**src/rtl/adder_measure_pkg.sv**
```systemverilog
// Shared types and defaults for the adder ring-oscillator measurement sequencer.
// Optional averaging output is enabled with MEASURE_SEQ_AVG_EN.
package adder_measure_pkg;
    localparam int CNT_W_DEF = 32;
    localparam int WIN_W_DEF = 16;
    localparam int EXP_MAX   = 4;

    typedef enum logic [2:0] {
        IDLE, CLEAR, RUN, SETTLE, CAPTURE, DONE
    } state_t;

    function automatic logic [2:0] clamp_exp(input logic [2:0] e);
        return (e > 3'(EXP_MAX)) ? 3'(EXP_MAX) : e;
    endfunction
endpackage

```
**src/rtl/measure_stats.sv**
```systemverilog
// Min/max (and optional sum, MEASURE_SEQ_AVG_EN) tracker over a series of ring counts.
module measure_stats
    import adder_measure_pkg::*;
#(
    parameter int CNT_W = CNT_W_DEF
) (
    input  logic             clk,
    input  logic             rst,
    input  logic             clr,
    input  logic             load,
    input  logic             update,
    input  logic [CNT_W-1:0] sample,
    output logic [CNT_W-1:0] min_val,
    output logic [CNT_W-1:0] max_val
`ifdef MEASURE_SEQ_AVG_EN
    ,
    output logic [CNT_W+3:0] sum
`endif
);

    always_ff @(posedge clk or posedge rst) begin
        if (rst) begin
            min_val <= '0;
            max_val <= '0;
        end else if (clr) begin
            min_val <= '0;
            max_val <= '0;
        end else if (load) begin
            min_val <= sample;
            max_val <= sample;
        end else if (update) begin
            if (sample < min_val) min_val <= sample;
            if (sample > max_val) max_val <= sample;
        end
    end

`ifdef MEASURE_SEQ_AVG_EN
    // Four guard bits cover the worst case of 16 full-scale samples.
    always_ff @(posedge clk or posedge rst) begin
        if (rst)                 sum <= '0;
        else if (clr)            sum <= '0;
        else if (load || update) sum <= sum + (CNT_W+4)'(sample);
    end
`endif

endmodule

```
**src/rtl/wrapped_adder_measure_seq.sv**
```systemverilog
// Sequencer that runs an instrumented adder ring 2^exp times and reports count min/max.
// Define MEASURE_SEQ_AVG_EN to add the res_avg output.
module wrapped_adder_measure_seq
    import adder_measure_pkg::*;
#(
    parameter int CNT_W = CNT_W_DEF,
    parameter int WIN_W = WIN_W_DEF
) (
    input  logic             wb_clk_i,
    input  logic             wb_rst_i,
    input  logic             cmd_valid,
    output logic             cmd_ready,
    input  logic [31:0]      cmd_a,
    input  logic [31:0]      cmd_b,
    input  logic [WIN_W-1:0] cmd_window,
    input  logic [2:0]       cmd_exp,
    output logic [31:0]      adder_a,
    output logic [31:0]      adder_b,
    output logic             adder_run,
    output logic             adder_cnt_clr,
    input  logic [CNT_W-1:0] adder_count,
    output logic             res_valid,
    input  logic             res_ready,
    output logic [CNT_W-1:0] res_min,
    output logic [CNT_W-1:0] res_max,
    output logic             busy
`ifdef MEASURE_SEQ_AVG_EN
    ,
    output logic [CNT_W-1:0] res_avg
`endif
);

    state_t             state, state_nxt;
    logic [31:0]        a_r, b_r;
    logic [WIN_W-1:0]   win_r, run_cnt;
    logic [2:0]         exp_r;
    logic [4:0]         rem;
    logic               first;
    logic               accept;

    assign accept = cmd_valid && (state == IDLE);

    always_ff @(posedge wb_clk_i or posedge wb_rst_i) begin
        if (wb_rst_i) state <= IDLE;
        else          state <= state_nxt;
    end

    always_comb begin
        state_nxt = state;
        case (state)
            IDLE:    if (cmd_valid) state_nxt = CLEAR;
            CLEAR:   state_nxt = RUN;
            RUN:     if (run_cnt == '0) state_nxt = SETTLE;
            SETTLE:  state_nxt = CAPTURE;
            CAPTURE: state_nxt = (rem == 5'd1) ? DONE : CLEAR;
            DONE:    if (res_ready) state_nxt = IDLE;
            default: state_nxt = IDLE;
        endcase
    end

    // Decoded straight from the state register so reset drops adder_run asynchronously.
    assign cmd_ready     = (state == IDLE);
    assign busy          = (state != IDLE);
    assign adder_cnt_clr = (state == CLEAR);
    assign adder_run     = (state == RUN);
    assign res_valid     = (state == DONE);
    assign adder_a       = a_r;
    assign adder_b       = b_r;

    always_ff @(posedge wb_clk_i or posedge wb_rst_i) begin
        if (wb_rst_i) begin
            a_r     <= '0;
            b_r     <= '0;
            win_r   <= '0;
            exp_r   <= '0;
            rem     <= '0;
            run_cnt <= '0;
            first   <= 1'b0;
        end else begin
            if (accept) begin
                a_r   <= cmd_a;
                b_r   <= cmd_b;
                win_r <= cmd_window;
                exp_r <= clamp_exp(cmd_exp);
                rem   <= 5'd1 << clamp_exp(cmd_exp);
                first <= 1'b1;
            end
            // run_cnt counts down to zero; a zero window still gets one RUN cycle.
            if (state == CLEAR)
                run_cnt <= (win_r == '0) ? '0 : win_r - 1'b1;
            else if (state == RUN && run_cnt != '0)
                run_cnt <= run_cnt - 1'b1;
            if (state == CAPTURE) begin
                rem   <= rem - 5'd1;
                first <= 1'b0;
            end
        end
    end

`ifdef MEASURE_SEQ_AVG_EN
    logic [CNT_W+3:0] sum, sum_shift;
`endif

    measure_stats #(.CNT_W(CNT_W)) u_stats (
        .clk     (wb_clk_i),
        .rst     (wb_rst_i),
        .clr     (accept),
        .load    (state == CAPTURE && first),
        .update  (state == CAPTURE && !first),
        .sample  (adder_count),
        .min_val (res_min),
        .max_val (res_max)
`ifdef MEASURE_SEQ_AVG_EN
        ,
        .sum     (sum)
`endif
    );

`ifdef MEASURE_SEQ_AVG_EN
    assign sum_shift = sum >> exp_r;
    assign res_avg   = sum_shift[CNT_W-1:0];
`endif

endmodule

```
**config.mk**
```make
export PLATFORM = sky130hd
export DESIGN_NAME = wrapped_adder_measure_seq
export DESIGN_NICKNAME = d
export VERILOG_FILES = /design/src/rtl/adder_measure_pkg.sv /design/src/rtl/measure_stats.sv /design/src/rtl/wrapped_adder_measure_seq.sv
export SDC_FILE = /design/constraint.sdc
export NUM_CORES = 1
export LEC_CHECK = 0
export CAP_MARGIN = 30
export CORE_MARGIN = 1.5
export CORE_UTILIZATION = 44
export DETAILED_ROUTE_END_ITERATION = 6
export PLACE_DENSITY = 0.77
export SLEW_MARGIN = 15
export SYNTH_ARGS = -nofsm -noshare
export SYNTH_HDL_FRONTEND = slang
export SYNTH_SLANG_ARGS = --single-unit
```
**constraint.sdc**
```tcl
create_clock -name wb_clk_i -period 5.1 [get_ports wb_clk_i]
set_input_delay 0.765 -clock wb_clk_i [delete_from_list [all_inputs] [get_ports wb_clk_i]]
set_output_delay 0.765 -clock wb_clk_i [all_outputs]
set_load 0.02 [all_outputs]
```
**After elaboration in Yosys (flattened, before gate mapping)**

Cells that the tools add are included.

- Input port bits: 119
- Logic and storage cells: 64
- Register bits: 169
- Output and inout port bits: 133

- Add/sub/neg operators: 3
- Shifts and indexed selects: 1
- Reduce and logical (&&, ||, !) cells: 18
- Order comparisons: 3
- Mux-type cells: 21
- Equality and inequality tests: 9

Operator list:

| operator | number |
|---|---|
| $mux 32 | 8 |
| $mux 16 | 3 |
| $gt 32x32->1 | 1 |
| $logic_not 16->1 | 2 |
| $lt 32x32->1 | 1 |
| $sub 16x1->16 const B | 2 |
| $pmux 3 s6 | 1 |
| $reduce_bool 16->1 | 1 |
| $mux 3 | 5 |
| $reduce_bool 3->1 | 4 |
| $mux 5 | 2 |
| $eq 3x2->1 const B | 2 |
| $eq 3x3->1 const B | 2 |
| $eq 5x1->1 const B | 1 |
| $shl 1x3->5 const A | 1 |
| $sub 5x1->5 const B | 1 |
| $logic_and 1x1->1 | 4 |
| $ne 2x1->1 const B | 2 |
| $reduce_and 2->1 | 2 |
| $reduce_bool 2->1 | 2 |
| $eq 3x1->1 const B | 1 |
| $gt 3x3->1 const B | 1 |
| $logic_not 3->1 | 1 |
| $reduce_and 3->1 | 1 |
| 3 further kinds | 4 |

**Logic depth before layout (Yosys ltp)**

Gate-level depths: netlist of run 1.

- Depth after elaboration: 5
- Gate-level depth with buffers: 10

**By module**

Synthesis of run 1 repeated with hierarchy kept, for this count alone.

- Cell total of the unflattened synthesis: 1,037
- Area, all modules: 9,474.1 sq um

Modules (own cells, without submodules):

| module | area an instance (sq um) | cells an instance | instances |
|---|---|---|---|
| wrapped_adder_measure_seq | 4,907.2 | 564 | 1 |
| measure_stats | 4,566.9 | 473 | 1 |

**Worst setup path after synthesis of run 1**

No wires, ideal clock.

- Path type: input to register
- From: input port adder_count[2]
- To: register u_stats.min_val[1]
- Cell stages on the path: 8
- Data arrival time: 2,577 ps
- Setup slack: 2,398 ps
- Path buffers: 1
- Library setup time: 125 ps
- Cell sequence: ha_1 -> a211oi_1 -> a211oi_1 -> a2111oi_0 -> o31ai_1 -> a21oi_2 -> buf_4 -> mux2_2

- Word-level cells in the longest chain between the ends: 3

Ends and longest elaborated chain:

| element | line | RTL |
|---|---|---|
| start: declaration | wrapped_adder_measure_seq.sv:21 | `input logic [CNT_W-1:0] adder_count,` |
| $lt 32x32->1 | measure_stats.sv:32 | `if (sample < min_val) min_val <= sample;` |
| $reduce_bool 3->1 (no source line) | n/a |  |
| $reduce_and 2->1 (no source line) | n/a |  |
| end signal: assignment | measure_stats.sv:29 | `min_val <= sample;` |
| end signal: assignment | measure_stats.sv:32 |  |
| end: declaration | measure_stats.sv:13 | `output logic [CNT_W-1:0] min_val,` |

No other way between the ends.
A chain may end at the register's enable or synchronous reset.

**Worst setup path after layout of run 1**

- From: input port adder_count[2]
- To: register u_stats.min_val[30]

The elaborated chain is that of the path after synthesis.

==> results.json, run 1 <==
{
  "die_y_um": 146,
  "clkPwrFrac_pct": 15.9,
  "max-slew-margin-rel_pct": 37.8,
  "synthArstFlopShare_pct": 100,
  "synth_edf_count": 0,
  "p_switching_uw": 3380,
  "antenna_cells": 0,
  "die_w_um": 146,
  "gp_congestion": 0.840,
  "yosys_warnings": 0,
  "cellPowerDensity_nw_per_um2": 645,
  "die_area_um2": 21300,
  "cts_tree": "yes",
  "hold_class": "reg2reg",
  "setup_viol": 0,
  "grt_first_pass_wirelength_um": 38900,
  "outcome": "finished, final reports clean",
  "final_nets": 1416,
  "cts_buffer_depth": 2,
  "swShare_pct": 42.6,
  "syn_to_final_growth_pct": 37.1,
  "fin_skew_ns": 0.0132,
  "port_buffers": 251,
  "clockRootBuffer": "clkbuf_16",
  "syn-instance-count": 988,
  "crit_top_cell": "a211oi_1",
  "numCtsBuffers": 17,
  "finalCritPeriodShare_pct": 68.0,
  "synth_area_leader_cell": "dfrtp_1",
  "multi_input_area_um2": 4300,
  "synth_top_area_share_pct": 47.1,
  "cts_hold_buf": 0,
  "dp_hpwl_um": 17000,
  "clock_sinks": 169,
  "intPower_uw": 4560,
  "vias": 7768,
  "placedInstanceArea_um2": 11800,
  "post-cts-setup-buffers": 0,
  "synth_compound_area_share_pct": 8.26,
  "htreeDepth": 4,
  "synth_xor_area_share_pct": 1.36,
  "hold_violations": 0,
  "row_count": 52,
  "ys_seq_area_share_pct": 47.1,
  "drv_cap": 0,
  "cts_resized": 0,
  "syn_area_per_cell_um2": 9.10,
  "track_usage_pct": 22.8,
  "antenna_found_initial": 1,
  "syn_nets": 1174,
  "vdd_drop_max_v": 0.000308,
  "muxShareOfSynthArea_pct": 7.57,
  "clk_pin_slew_worst_paths_ns": 0.07,
  "ant_nets": 0,
  "synth-main-ff-cell": "dfrtp_1",
  "ys_types": 57,
  "fill_cells": 1719,
  "path_delay_family": "compound AO/OA/AOI/OAI gates",
  "boundaryPins": 252,
  "slowest_stage": "clkdlybuf4s50_1",
  "clk_latency_ns": 0.43,
  "path_max_fanout": 22,
  "ys_ff_latch": 169,
  "worstPathArrival_ns": 3.77,
  "period_needed_ns": 3.47,
  "synth_top_family_by_area": "simple AND/OR/NAND/NOR gates",
  "place_ws_ns": 1.22,
  "coreArea_um2": 20100,
  "grt_pass1_vias": 7854,
  "grt_max_degree": 170,
  "start_util_pct": 44.7,
  "tightest_slew_ns": 0.934,
  "path_class": "in2reg",
  "avgRoutedWirePerCell_um": 15.7,
  "slew_violations": 0,
  "cellLeakagePower_uw": 0.00575,
  "p_seq_share_pct": 30.5,
  "via_per_inst": 5.13,
  "cp.required_ns": 5.40,
  "stdcell_area_um2": 12300,
  "worst_slack_ns": 1.63,
  "yosys-top-cells-area": "dfrtp_1 47%, nand2_1 12%, ha_1 9.3%, mux2_2 4.0%, mux2i_1 3.6%",
  "crit_buf_inv": 2,
  "synth.top_cells.by_count": "298 x nand2_1, 169 x dfrtp_1, 79 x inv_1",
  "yosysMostFrequentCell": "nand2_1",
  "combPwrFrac_pct": 53.6,
  "rsz0062_at_grt": "false",
  "cp-end-kind": "register",
  "route.detailed.drc": 0,
  "path_cells": "clkdlybuf4s50_1, ha_1, a211oi_1, a211oi_1, a2111oi_0, o31ai_1, a21oi_4, buf_4, mux2_2",
  "fmax_mhz": 288,
  "startpoint_type": "input pin",
  "tns_ns": 0,
  "synth_adder_area_share_pct": 9.33,
  "syn_area_um2": 8990,
  "drtIter0Drc": 498,
  "synthSimpleGateAreaFrac_pct": 21.2,
  "register_area_um2": 4230,
  "drive_gt1_share_pct": 7.24,
  "dr.pass1.iters": 5,
  "drt_wl_total_um": 23700,
  "grt-ovfl-total": 0,
  "cp_slowest_stage_delay_ns": 0.49,
  "whs_ns": 0.475
}
==> metrics by stage <==
stage	std cells	util, %	total power, uW
after CTS	1513	61.3	8010
after floorplan	988	-	5020
final	1513	61.3	7940
after global routing	1513	61.3	8530
after detailed placement	1481	58.5	6710
after global placement	1481	58.5	6570
==> cell families after synthesis <==
kind of cell / count (synthesis)
DFF: 169
buffers and inverters: 115
xor gates and xnor gates: 14
AOI/OAI and AO/OA: 111
and+or+nand+nor: 448
adders and majority gates: 67
muxes: 64
==> worst paths after layout <==
check / startpoint / end / slack, ns / cells after the start
min reg2reg: adder_b[5] / adder_b[5] / 0.48 / 2
max reg2reg: u_stats.min_val[2] / u_stats.min_val[30] / 2.05 / 9
max: adder_count[2] / u_stats.min_val[30] / 1.63 / 9
min: adder_b[5] / adder_b[5] / 0.48 / 2
min in group asynchronous: wb_rst_i / run_cnt[2] / 0.96 / 3
max in group asynchronous: wb_rst_i / u_stats.min_val[23] / 3.44 / 3
==> registers in the layout, indices dropped and copies added, names as in the netlist <==
register and cells:
win_r 16, rem 5, state 3, adder_b 32, u_stats.max_val 32, run_cnt 16
u_stats.min_val 32, first 1, adder_a 32
==> per-layer routing <==
metal / vias to the layer above / part of all wire [%] / global-route usage, %
li1: 3763 / - / -
met1: 3719 / 42 / 28.1
met2: 244 / 49 / 38.3
met3: 40 / 5.9 / 6.52
met4: 2 / 2.4 / 7.91
met5: - / 0.055 / 0
==> tightest hold or removal path, cell delays in order, from the launching register on <==
cell and delay, ns:
dfrtp_1 0.34, nand2_1 0.05, nand2_1 0.05
==> cell usage in the layout, fill, tap and decap left out, types with 3 or more instances in the layout <==
master	n
nand3_1	19
a21o_1	3
o21ai_0	14
nand4_1	12
a31oi_1	3
nand2_1	297
o21a_1	12
clkbuf_16	17
clkdlybuf4s50_1	251
nor4_1	5
nand2b_1	8
inv_6	6
o22ai_1	11
xor2_1	7
clkinvlp_4	6
or3_1	7
mux2i_1	32
a21oi_1	37
buf_4	7
inv_1	78
o22a_1	3
xnor2_1	7
ha_1	67
nor3_1	14
dfrtp_1	169
nor2_1	70
mux2_2	32
a31o_2	4
a211oi_1	3
==> cell type report <==
type | count | share of cell area [%]
Timing Repair Buffer | 259 | 21.0
Clock buffer | 18 | 3.48
Sequential cell | 169 | 34.3
Clock inverter | 14 | 1.12
Tap cell | 270 | 2.74
Multi-Input combinational cell | 704 | 34.9
Inverter | 79 | 2.44
==> power groups by stage <==
stage / logic [uW] / clock network (uW) / registers (uW)
after floorplan: 2090 / 0 / 2930
after global placement: 4150 / 0 / 2420
after detailed placement: 4270 / 0 / 2440
after CTS: 4290 / 1290 / 2430
after global routing: 4670 / 1350 / 2500
final: 4260 / 1260 / 2420
Power figures use the tool's default switching activity.
==> run 2, diff against run 1 <==
==> constraint.sdc (replaced) <==
create_clock -name wb_clk_i -period 3 [get_ports wb_clk_i]
set_input_delay 0.45 -clock wb_clk_i [delete_from_list [all_inputs] [get_ports wb_clk_i]]
set_output_delay 0.45 -clock wb_clk_i [all_outputs]
set_load 0.02 [all_outputs]
==> run 2 against run 1 <==
Net effect:
- routed wire length down 0.58%
- non-clock buffer count up 23
- cell area up 2.2%
- critical path depth unchanged
- worst hold slack worse by 0.0044 ns
- highest routed layer is now met4
- global-route usage down 0.28 points
- largest cell class unchanged
- utilization up 1.4 points
- clock-buffer cell count up 1
- clock skew down 0.0013 ns
- register-to-register slack worse by 1.7 ns
- clock power up 83%
==> results.json, run 2 (synthesis results as in run 1) <==
{
  "cp_slowest_stage_delay_ns": 0.50,
  "drive_gt1_share_pct": 9.00,
  "antenna_found_initial": 1,
  "syn_to_final_growth_pct": 40.2,
  "register_area_um2": 4230,
  "row_count": 52,
  "cts_tree": "yes",
  "dp_hpwl_um": 16900,
  "track_usage_pct": 22.5,
  "grt_pass1_vias": 7965,
  "worst_slack_ns": 0.221,
  "p_seq_share_pct": 29.8,
  "fin_skew_ns": 0.0119,
  "drv_cap": 0,
  "clock_sinks": 169,
  "path_max_fanout": 10,
  "cellPowerDensity_nw_per_um2": 1100,
  "intPower_uw": 8060,
  "cp-end-kind": "register",
  "die_area_um2": 21300,
  "max-slew-margin-rel_pct": 57.6,
  "post-cts-setup-buffers": 0,
  "dr.pass1.iters": 5,
  "report.power.total_uw": 13800,
  "tightest_slew_ns": 0.636,
  "final_cell_mix": "297 x nand2_1, 251 x clkdlybuf4s50_1, 169 x dfrtp_1",
  "clockRootBuffer": "clkbuf_16",
  "route.detailed.drc": 0,
  "ant_nets": 0,
  "final_common_cell": "nand2_1",
  "numCtsBuffers": 17,
  "slew_violations": 0,
  "die_y_um": 146,
  "clk_pin_slew_worst_paths_ns": 0.07,
  "drt_wl_total_um": 23600,
  "hold_violations": 0,
  "period_needed_ns": 2.78,
  "crit_top_cell": "a211oi_1",
  "grt_first_pass_wirelength_um": 38700,
  "hold_class": "reg2reg",
  "startpoint_type": "input pin",
  "coreArea_um2": 20100,
  "cellLeakagePower_uw": 0.00590,
  "path_cells": "clkdlybuf4s50_1, ha_1, a211oi_1, a211oi_1, a2111oi_0, o31ai_1, a21oi_4, buf_4, mux2_2",
  "finalNonFillerCells": 1538,
  "setup_viol": 0,
  "grt-ovfl-total": 0,
  "avgRoutedWirePerCell_um": 15.3,
  "combPwrFrac_pct": 53.5,
  "final_nets": 1439,
  "finalCritPeriodShare_pct": 92.6,
  "die_w_um": 146,
  "drtIter0Drc": 427,
  "place_ws_ns": -0.179,
  "fill_cells": 1643,
  "outcome": "finished, final reports clean",
  "swShare_pct": 41.6,
  "boundaryPins": 252,
  "rsz0062_at_grt": "false",
  "vdd_drop_max_v": 0.000527,
  "cts_buffer_depth": 2,
  "cts_hold_buf": 0,
  "cp.required_ns": 3.31,
  "slowest_stage": "clkdlybuf4s50_1",
  "clk_latency_ns": 0.42,
  "gp_congestion": 0.827,
  "clkPwrFrac_pct": 16.7,
  "htreeDepth": 4,
  "path_class": "in2reg",
  "worstPathArrival_ns": 3.09,
  "p_switching_uw": 5750,
  "start_util_pct": 44.7,
  "fmax_mhz": 360,
  "placed_cells": 1504,
  "port_buffers": 251,
  "via_per_inst": 5.04,
  "grt_max_degree": 116,
  "vias": 7750,
  "multi_input_area_um2": 4310
}
## run 2: worst paths after layout
kind	startpoint	to	slack [ns]	cells past startpoint
hold reg to reg	adder_b[16]	adder_b[16]	0.47	2
min in group asynchronous	wb_rst_i	win_r[1]	0.52	3
setup reg to reg	u_stats.min_val[2]	u_stats.min_val[6]	0.34	9
setup / recovery	adder_count[2]	u_stats.min_val[6]	0.22	9
hold / removal	adder_b[16]	adder_b[16]	0.47	2
max in group asynchronous	wb_rst_i	adder_b[8]	2.07	3
## run 2: power by group through the flow
stage          sequential, uW  clock [uW]  combinational, uW
6_report                 4120        2300               7390
5_1_grt                  4260        2440               8080
4_1_cts                  4120        2350               7440
3_5_place_dp             4140           0               7380
3_3_place_gp             4120           0               7210
2_1_floorplan            4980           0               3550
## run 2: metrics by stage
stage	util (%)	area, um^2	hold slack, ns	setup TNS (ns)
after floorplan	-	8990	0.460	0
after global placement	59.6	12000	0.456	-2.81
after detailed placement	59.6	12000	0.461	-7.74
after CTS	62.6	12600	0.478	0
after global routing	62.7	12600	0.492	0
final	62.7	12600	0.471	0
## run 2: per-layer routing
| metal | global-route usage (%) | vias to the layer above | routed length, um |
|---|---|---|---|
| li1 | - | 3822 | - |
| met1 | 28.4 | 3660 | 10200 |
| met2 | 37.2 | 223 | 11300 |
| met3 | 5.45 | 45 | 1380 |
| met4 | 9.13 | 0 | 627 |
| met5 | 0 | - | 0 |
## run 2: what timing repair did
action	CTS	global route
endpoints found under the hold margin	0	0
resized for setup	0	1
setup endpoints to repair	0	14
## run 2: critical path: cells and delay by family
kind,cells,cell delay (ns)
AOI/OAI and AO/OA,5,1.21
muxes,1,0.36
buffers and inverters,2,0.72
adders and majority gates,1,0.35
## run 2: cell type report
class / count / share of cell area [%]
Multi-Input combinational cell: 704 / 34.2
Tap cell: 270 / 2.68
Clock inverter: 13 / 1.32
Timing Repair Buffer: 282 / 22.3
Inverter: 79 / 2.38
Clock buffer: 19 / 3.52
Antenna cell: 2 / 0.0397
Sequential cell: 169 / 33.6
